## config.mk

```make
export PLATFORM = sky130hd
export DESIGN_NAME = mem_port_arbiter
export DESIGN_NICKNAME = d
export VERILOG_FILES = /design/src/rtl/mem_arb_pkg.sv /design/src/rtl/mem_arb_watchdog.sv /design/src/rtl/mem_port_arbiter.sv
export SDC_FILE = /design/constraint.sdc
export NUM_CORES = 1
export LEC_CHECK = 0
export ABC_AREA = 0
export CORE_ASPECT_RATIO = 1.2
export CORE_MARGIN = 5
export CORE_UTILIZATION = 35
export CTS_BUF_LIST = sky130_fd_sc_hd__clkbuf_4
export DETAILED_ROUTE_END_ITERATION = 8
export GPL_TIMING_DRIVEN = 0
export PLACE_DENSITY_LB_ADDON = 0.15
export SKIP_CTS_REPAIR_TIMING = 1
export SLEW_MARGIN = 25
export SYNTH_ARGS = -nofsm -noshare
export SYNTH_HDL_FRONTEND = slang
export SYNTH_SLANG_ARGS = --single-unit
```

## constraint.sdc

```tcl
create_clock -name clk -period 3.7 [get_ports clk]
set_clock_uncertainty 0.1 [all_clocks]
set_input_delay 0.74 -clock clk [delete_from_list [all_inputs] [get_ports clk]]
set_output_delay 0.74 -clock clk [all_outputs]
set_load 0.02 [all_outputs]
```

## src/rtl/mem_arb_pkg.sv

```systemverilog
// Shared types and constants for the IF/data memory-port arbiter.
// State codes, port-owner codes and the watchdog counter width.
package mem_arb_pkg;

    typedef enum logic [1:0] {
        IDLE = 2'b00,
        BUSY = 2'b01,
        RESP = 2'b10
    } arb_state_e;

    localparam logic OWN_IF = 1'b0;
    localparam logic OWN_D  = 1'b1;

    localparam int CNT_W = 8;

endpackage

```

## src/rtl/mem_arb_watchdog.sv

```systemverilog
// Counts BUSY cycles of one memory access and flags expiry on the last allowed cycle.
// A TIMEOUT of 0 disables expiry, so the access waits for m_ack forever.
module mem_arb_watchdog
    import mem_arb_pkg::*;
#(
    parameter int TIMEOUT = 16
) (
    input  logic clk,
    input  logic reset_n,
    input  logic clear,
    input  logic count,
    output logic expire
);

    localparam logic [CNT_W-1:0] LIMIT = CNT_W'((TIMEOUT > 0) ? TIMEOUT - 1 : 0);

    logic [CNT_W-1:0] cnt_q;

    always_ff @(posedge clk or negedge reset_n) begin
        if (!reset_n) begin
            cnt_q <= '0;
        end else if (clear) begin
            cnt_q <= '0;
        end else if (count) begin
            cnt_q <= cnt_q + CNT_W'(1);
        end
    end

    // Expiry is combinational so the FSM can leave BUSY on exactly the TIMEOUT-th cycle.
    assign expire = (TIMEOUT != 0) && count && (cnt_q == LIMIT);

endmodule

```

## src/rtl/mem_port_arbiter.sv

```systemverilog
// Arbitrates one single-ported memory between instruction fetch and data load/store.
// Define MEM_ARB_ROUND_ROBIN_EN for round-robin tie breaking; default is data-port priority.
module mem_port_arbiter
    import mem_arb_pkg::*;
#(
    parameter int ADDR_W  = 16,
    parameter int DATA_W  = 16,
    parameter int TIMEOUT = 16
) (
    input  logic              clk,
    input  logic              reset_n,
    input  logic              if_req,
    input  logic [ADDR_W-1:0] if_addr,
    output logic              if_ack,
    output logic [DATA_W-1:0] if_rdata,
    input  logic              d_req,
    input  logic              d_we,
    input  logic [ADDR_W-1:0] d_addr,
    input  logic [DATA_W-1:0] d_wdata,
    output logic              d_ack,
    output logic [DATA_W-1:0] d_rdata,
    output logic              err,
    output logic              m_req,
    output logic              m_we,
    output logic [ADDR_W-1:0] m_addr,
    output logic [DATA_W-1:0] m_wdata,
    input  logic [DATA_W-1:0] m_rdata,
    input  logic              m_ack,
    output logic              busy,
    output logic              owner
);

    arb_state_e        state_q;
    logic              m_req_q, m_we_q, owner_q;
    logic [ADDR_W-1:0] m_addr_q;
    logic [DATA_W-1:0] m_wdata_q, if_rdata_q, d_rdata_q;
    logic              if_ack_q, d_ack_q, err_q;
    logic              grant_d;
    logic              wd_expire;

`ifdef MEM_ARB_ROUND_ROBIN_EN
    logic rr_q;

    // On a tie the port that did not win last time is served; a lone requester always wins.
    always_comb begin
        grant_d = d_req;
        if (if_req && d_req) begin
            grant_d = ~rr_q;
        end
    end

    always_ff @(posedge clk or negedge reset_n) begin
        if (!reset_n) begin
            rr_q <= OWN_IF;
        end else if (state_q == IDLE && (if_req || d_req)) begin
            rr_q <= grant_d;
        end
    end
`else
    // Data port wins every tie; fetch may starve under back-to-back data traffic.
    always_comb begin
        grant_d = d_req;
    end
`endif

    mem_arb_watchdog #(
        .TIMEOUT (TIMEOUT)
    ) u_watchdog (
        .clk     (clk),
        .reset_n (reset_n),
        .clear   (state_q == IDLE),
        .count   (state_q == BUSY && !m_ack),
        .expire  (wd_expire)
    );

    always_ff @(posedge clk or negedge reset_n) begin
        if (!reset_n) begin
            state_q    <= IDLE;
            m_req_q    <= 1'b0;
            m_we_q     <= 1'b0;
            m_addr_q   <= '0;
            m_wdata_q  <= '0;
            owner_q    <= OWN_IF;
            if_ack_q   <= 1'b0;
            d_ack_q    <= 1'b0;
            err_q      <= 1'b0;
            if_rdata_q <= '0;
            d_rdata_q  <= '0;
        end else begin
            case (state_q)
                IDLE: begin
                    if (if_req || d_req) begin
                        owner_q   <= grant_d;
                        m_req_q   <= 1'b1;
                        m_we_q    <= (grant_d == OWN_D) ? d_we : 1'b0;
                        m_addr_q  <= (grant_d == OWN_D) ? d_addr : if_addr;
                        m_wdata_q <= (grant_d == OWN_D) ? d_wdata : '0;
                        state_q   <= BUSY;
                    end
                end
                BUSY: begin
                    // m_ack takes precedence over a timeout landing on the same cycle.
                    if (m_ack || wd_expire) begin
                        m_req_q <= 1'b0;
                        err_q   <= !m_ack;
                        state_q <= RESP;
                        if (owner_q == OWN_IF) begin
                            if_ack_q   <= 1'b1;
                            if_rdata_q <= m_ack ? m_rdata : '0;
                        end else begin
                            d_ack_q <= 1'b1;
                            if (!m_we_q) begin
                                d_rdata_q <= m_ack ? m_rdata : '0;
                            end
                        end
                    end
                end
                RESP: begin
                    if_ack_q <= 1'b0;
                    d_ack_q  <= 1'b0;
                    err_q    <= 1'b0;
                    state_q  <= IDLE;
                end
                default: begin
                    state_q <= IDLE;
                end
            endcase
        end
    end

    assign m_req    = m_req_q;
    assign m_we     = m_we_q;
    assign m_addr   = m_addr_q;
    assign m_wdata  = m_wdata_q;
    assign if_ack   = if_ack_q;
    assign d_ack    = d_ack_q;
    assign err      = err_q;
    assign if_rdata = if_rdata_q;
    assign d_rdata  = d_rdata_q;
    assign owner    = owner_q;
    assign busy     = (state_q != IDLE);

endmodule

```

==> flow_metrics.tcl, run 1 <==
set metrics [dict create \
    netlist_area_mm2 0.00336 \
    syn_nets 371 \
    power.leakage_nw 2.38 \
    hold_violations 0 \
    cts_made_buffers 9 \
    end_kind "output pin" \
    synth_top_cells_by_count "dfrtp_1, nand2_1, a22o_1" \
    synth_top_area_cell "dfrtp_1" \
    num_rows 39 \
    chipHeight_um 117 \
    clock.fmax_mhz 350 \
    finalMaxSlewViolations 0 \
    grt_pass1_vias 2950 \
    core_mm2 0.00947 \
    drt_wl_total_um 8620 \
    synthMuxAreaShare_pct 6.60 \
    worstPathArrival_ns 2.02 \
    required_ns 2.86 \
    placed_cell_area_mm2 0.00493 \
    area.growth.synth_to_final_pct 51.1 \
    first_iter_violations 141 \
    synth_ff_type "dfrtp_1" \
    synthCells 295 \
    htree_levels 3 \
    fin_crit_ns 2.86 \
    setup_ws_ns 0.839 \
    root_buffer "clkbuf_4" \
    drive_gt1_share_pct 7.98 \
    ys_types 34 \
    cts_tree "done" \
    synth_top_family_by_area "simple AND/OR/NAND/NOR gates" \
    clockBufferDepth 2 \
    synth_edf_count 0 \
    ioPinCount 141 \
    ant_nets 0 \
    yosysSeqAreaShare_pct 59.6 \
    fp.dieW_um 99.4 \
    ys_ff_latch 80 \
    synthSimpleGateAreaFrac_pct 13.4 \
    grt-ovfl-total 0 \
    final_area_mm2 0.00507 \
    slew_headroom_pct 65.4 \
    grt_pass1_wl_um 14500 \
    clk_pin_slew_ns 0.15 \
    period_share_pct 77.3 \
    gp_congestion 0.731 \
    criticalPathCategory "reg -> out" \
    portBuffers 139 \
    synth-async-reset-ratio_pct 100 \
    hold_class "in -> async" \
    insertion_delay_ns 0.41 \
    synth_area_leaders "dfrtp_1, a22o_1, nand2_1, mux2i_1, nand3_1" \
    wl_per_cell_um 15.0 \
    setup_viol 0 \
    status "finished clean" \
    cts_sinks 80 \
    grt_antenna_before_repair 1 \
    start_util_pct 35.5 \
    die-area_mm2 0.0117 \
    finalNetCount 522 \
    reg2reg_slack_ns 1.72 \
    synth_top_cell_area_share_pct 59.6 \
    avgSynthCellArea_um2 11.4 \
    dr.pass1.iters 4 \
    vias 2705 \
    ys_warn_count 0 \
    yosysMostFrequentCell "dfrtp_1" \
    crit_path_max_fanout 10 \
    drv_cap 0 \
    grt_max_degree 45 \
    grt_usage_pct 15.5 \
    rsz0062_at_grt "false" \
    startpoint_type "flop" \
    dp_slack_ns 1.12 \
    fin_hold_ws_ns 0.171 \
    synth-adder-area-share_pct 2.24 \
    worstMarginPinSlew_ns 0.519 \
    hpwl_um 6470 \
    p_per_area_mw_per_mm2 814 \
    viasPerCell 4.70 \
    synth-compound-area-share_pct 12.6 \
    max-vdd-ir-drop_mv 0.316 \
    synth_xor_area_share_pct 1.83 \
    drc 0 \
]
final timing paths:
| path | from | endpoint | depth (start not counted) |
|---|---|---|---|
| setup / recovery | state_q[0] | busy | 5 |
| hold / removal | reset_n | m_addr[0] | 1 |
| setup reg to reg | state_q[1] | state_q[1] | 7 |
| hold reg to reg | m_addr[7] | m_addr[7] | 2 |
| max in group asynchronous | reset_n | if_rdata[9] | 2 |
| min in group clk | m_addr[7] | m_addr[7] | 2 |
through the flow:
stage	setup TNS, ns	util (%)	instances	power [mW]
finish	0	53.6	575	4.13
global route	0	53.6	575	4.43
CTS	0	53.6	574	4.19
detailed placement	0	52.0	558	3.65
global placement	-86.95	51.8	557	3.62
floorplan	0	-	295	2.58
layout make-up:
type | count | area, um2
inverter | 5 | 18.8
buffer | 19 | 105
clock inverter | 6 | 68.8
antenna | 1 | 2.50
fill | 864 | 4390
timing repair buffer | 140 | 1420
clock buffer | 10 | 75.1
tap | 123 | 154
multi-input combinational | 191 | 1230
sequential | 80 | 2000
per-layer routing:
layer,vias up,GRT usage (%),share of wire (%)
met5,-,0,0
met4,0,6.74,1.7
met3,9,5.99,11
met2,112,23.7,43
met1,1257,19.8,45
li1,1327,-,-
sequential cells by signal, summed over array words and instances (netlist names):
name and flops:
u_watchdog.cnt_q 8, owner 1, if_rdata 16, err 1, state_q 2, m_we 1
d_ack 1, m_wdata 16, m_req 1, d_rdata 16, m_addr 16, if_ack 1
kinds of logic (layout without fill, tap and decap cells):
kind of cell | count (synthesis) | count (layout)
other cells | 0 | 1
flops | 80 | 80
compound gates | 56 | 56
xor+xnor | 7 | 7
simple gates | 101 | 101
mux | 21 | 21
fa+ha+maj | 6 | 6
buf+inv | 24 | 180
critical path, cell delays in order (launching register included):
cell,delay (ns)
dfrtp_1,0.41
inv_1,0.10
ha_1,0.19
buf_2,0.18
inv_1,0.11
clkdlybuf4s50_1,0.62
cells in the final DEF (no fill, tap or decap), types with 2 or more instances in the layout:
| cell | n |
|---|---|
| buf_6 | 3 |
| clkbuf_1 | 8 |
| nand3_1 | 19 |
| mux2_4 | 2 |
| nand2_2 | 2 |
| xor2_1 | 6 |
| o21ai_0 | 17 |
| a22o_1 | 32 |
| nand2_1 | 58 |
| nor2b_1 | 2 |
| mux2i_1 | 18 |
| ha_1 | 6 |
| dfrtp_1 | 80 |
| clkbuf_4 | 10 |
| a21o_1 | 2 |
| nand4_1 | 2 |
| nor2_1 | 10 |
| clkinv_4 | 2 |
| buf_4 | 2 |
| inv_1 | 5 |
| clkdlybuf4s50_1 | 138 |
| and2_1 | 3 |
| buf_2 | 5 |
power breakdown:
group / total, mW / switching (mW) / internal (mW)
clock: 0.527 / 0.310 / 0.217
sequential: 1.47 / 0.224 / 1.25
combinational: 2.13 / 1.10 / 1.03
(Power assumes the default switching activity.)
==> inputs of run 2 (changes only) <==
==> constraint.sdc (replaced) <==
create_clock -name clk -period 2.6 [get_ports clk]
set_clock_uncertainty 0.1 [all_clocks]
set_input_delay 0.52 -clock clk [delete_from_list [all_inputs] [get_ports clk]]
set_output_delay 0.52 -clock clk [all_outputs]
set_load 0.02 [all_outputs]
==> flow_metrics.tcl, run 2 (synthesis results as in run 1) <==
set metrics [dict create \
    status "finished clean" \
    rsz0062_at_grt "false" \
    slew_headroom_pct 65.4 \
    gp_congestion 0.731 \
    min_from "m_addr[7]" \
    grt_max_degree 45 \
    internal_power_mw 3.56 \
    dp_slack_ns 0.242 \
    num_rows 39 \
    combPwrFrac_pct 51.5 \
    crit_family "buffers and inverters" \
    dr.pass1.iters 4 \
    startpoint_type "flop" \
    setup.worst_path.start "state_q[1]" \
    drt_wl_total_um 8620 \
    worstMarginPinSlew_ns 0.519 \
    final_cell_mix "clkdlybuf4s50_1, dfrtp_1, nand2_1" \
    end_kind "output pin" \
    cts_tree "done" \
    finalMaxSlewViolations 0 \
    required_ns 1.98 \
    placed_cell_area_mm2 0.00493 \
    p_per_area_mw_per_mm2 1160 \
    critPathBufInv 4 \
    drv_cap 0 \
    fin_crit_ns 2.26 \
    cts_made_buffers 9 \
    cts_sinks 80 \
    post-route-util_pct 53.7 \
    finalNetCount 523 \
    viasPerCell 4.70 \
    criticalPathCategory "reg -> out" \
    first_iter_violations 151 \
    ant_nets 0 \
    period_share_pct 86.9 \
    reg2reg_from "state_q[1]" \
    slowest_stage "dfrtp_1" \
    seqCellArea_mm2 0.00200 \
    insertion_delay_ns 0.41 \
    ioPinCount 141 \
    multi_input_area_mm2 0.00123 \
    clock.fmax_mhz 442 \
    max-vdd-ir-drop_mv 0.449 \
    crit_path_max_fanout 10 \
    drive_gt1_share_pct 7.96 \
    htree_levels 3 \
    nFillCells 860 \
    start_util_pct 35.5 \
    cp_cell_sequence "inv_1 -> ha_1 -> buf_2 -> inv_1 -> dlymetal6s2s_1" \
    power.leakage_nw 2.39 \
    fin_hold_ws_ns 0.386 \
    portBuffers 139 \
    root_buffer "clkbuf_4" \
    grt-ovfl-total 0 \
    seqPwrFrac_pct 35.7 \
    grt_pass1_vias 2950 \
    worstPathArrival_ns 1.64 \
    drc 0 \
    wl_per_cell_um 15.0 \
    clk_pin_slew_ns 0.11 \
    hpwl_um 6470 \
    grt_antenna_before_repair 1 \
    setup_ws_ns 0.340 \
    core_mm2 0.00947 \
    clockBufferDepth 2 \
    vias 2707 \
    chipHeight_um 117 \
    area.growth.synth_to_final_pct 51.5 \
    setup_viol 0 \
    cpMostUsedCell "inv_1" \
    hold_class "reg -> reg" \
    final_area_mm2 0.00509 \
    clockPowerShare_pct 12.8 \
    critPathMaxStageDelay_ns 0.42 \
    grt_pass1_wl_um 14500 \
    fp.dieW_um 99.4 \
    swShare_pct 39.4 \
    grt_usage_pct 15.5 \
    p_sw_mw 2.32 \
    hold_violations 0 \
    final_common_cell "clkdlybuf4s50_1" \
    die-area_mm2 0.0117 \
]
-- run 2: power by group through the flow --
stage,logic (mW),registers (mW),clock network (mW)
floorplan,0.955,2.72,0
global placement,3.03,2.11,0
detailed placement,3.06,2.13,0
CTS,3.08,2.11,0.773
global route,3.29,2.18,0.832
finish,3.03,2.10,0.750
-- run 2: final timing paths --
check	end	slack [ns]	cells past startpoint
max	busy	0.34	5
min	m_addr[7]	0.39	2
max reg2reg	state_q[1]	0.62	7
min reg2reg	m_addr[7]	0.39	2
max in group asynchronous	if_rdata[9]	1.32	3
min in group asynchronous	m_addr[0]	0.49	2
-- run 2: cell type report --
class	instances	area share [%]
inverter	5	0.369
antenna	1	0.0492
multi-input combinational	191	24.2
buffer	19	2.07
tap	123	3.03
timing repair buffer	141	28.1
clock inverter	6	1.35
clock buffer	10	1.48
sequential	80	39.4
-- run 2: worst min-delay path: stages, from the launching register on --
cell and delay, ns:
dfrtp_1 0.36, nand2_1 0.04, o21ai_0 0.06
-- run 2: routing by layer --
layer	part of all wire [%]	GRT usage (%)
met1	45	19.8
met5	0	0
met3	11	5.99
met4	1.7	6.74
met2	43	23.7
-- run 2: metrics by stage --
| step | power (mW) | cells | setup TNS (ns) |
|---|---|---|---|
| finish | 5.88 | 576 | 0 |
| global route | 6.30 | 576 | 0 |
| CTS | 5.96 | 574 | -0.108 |
| detailed placement | 5.19 | 558 | 0 |
| global placement | 5.15 | 557 | -157.35 |
| floorplan | 3.68 | 295 | 0 |
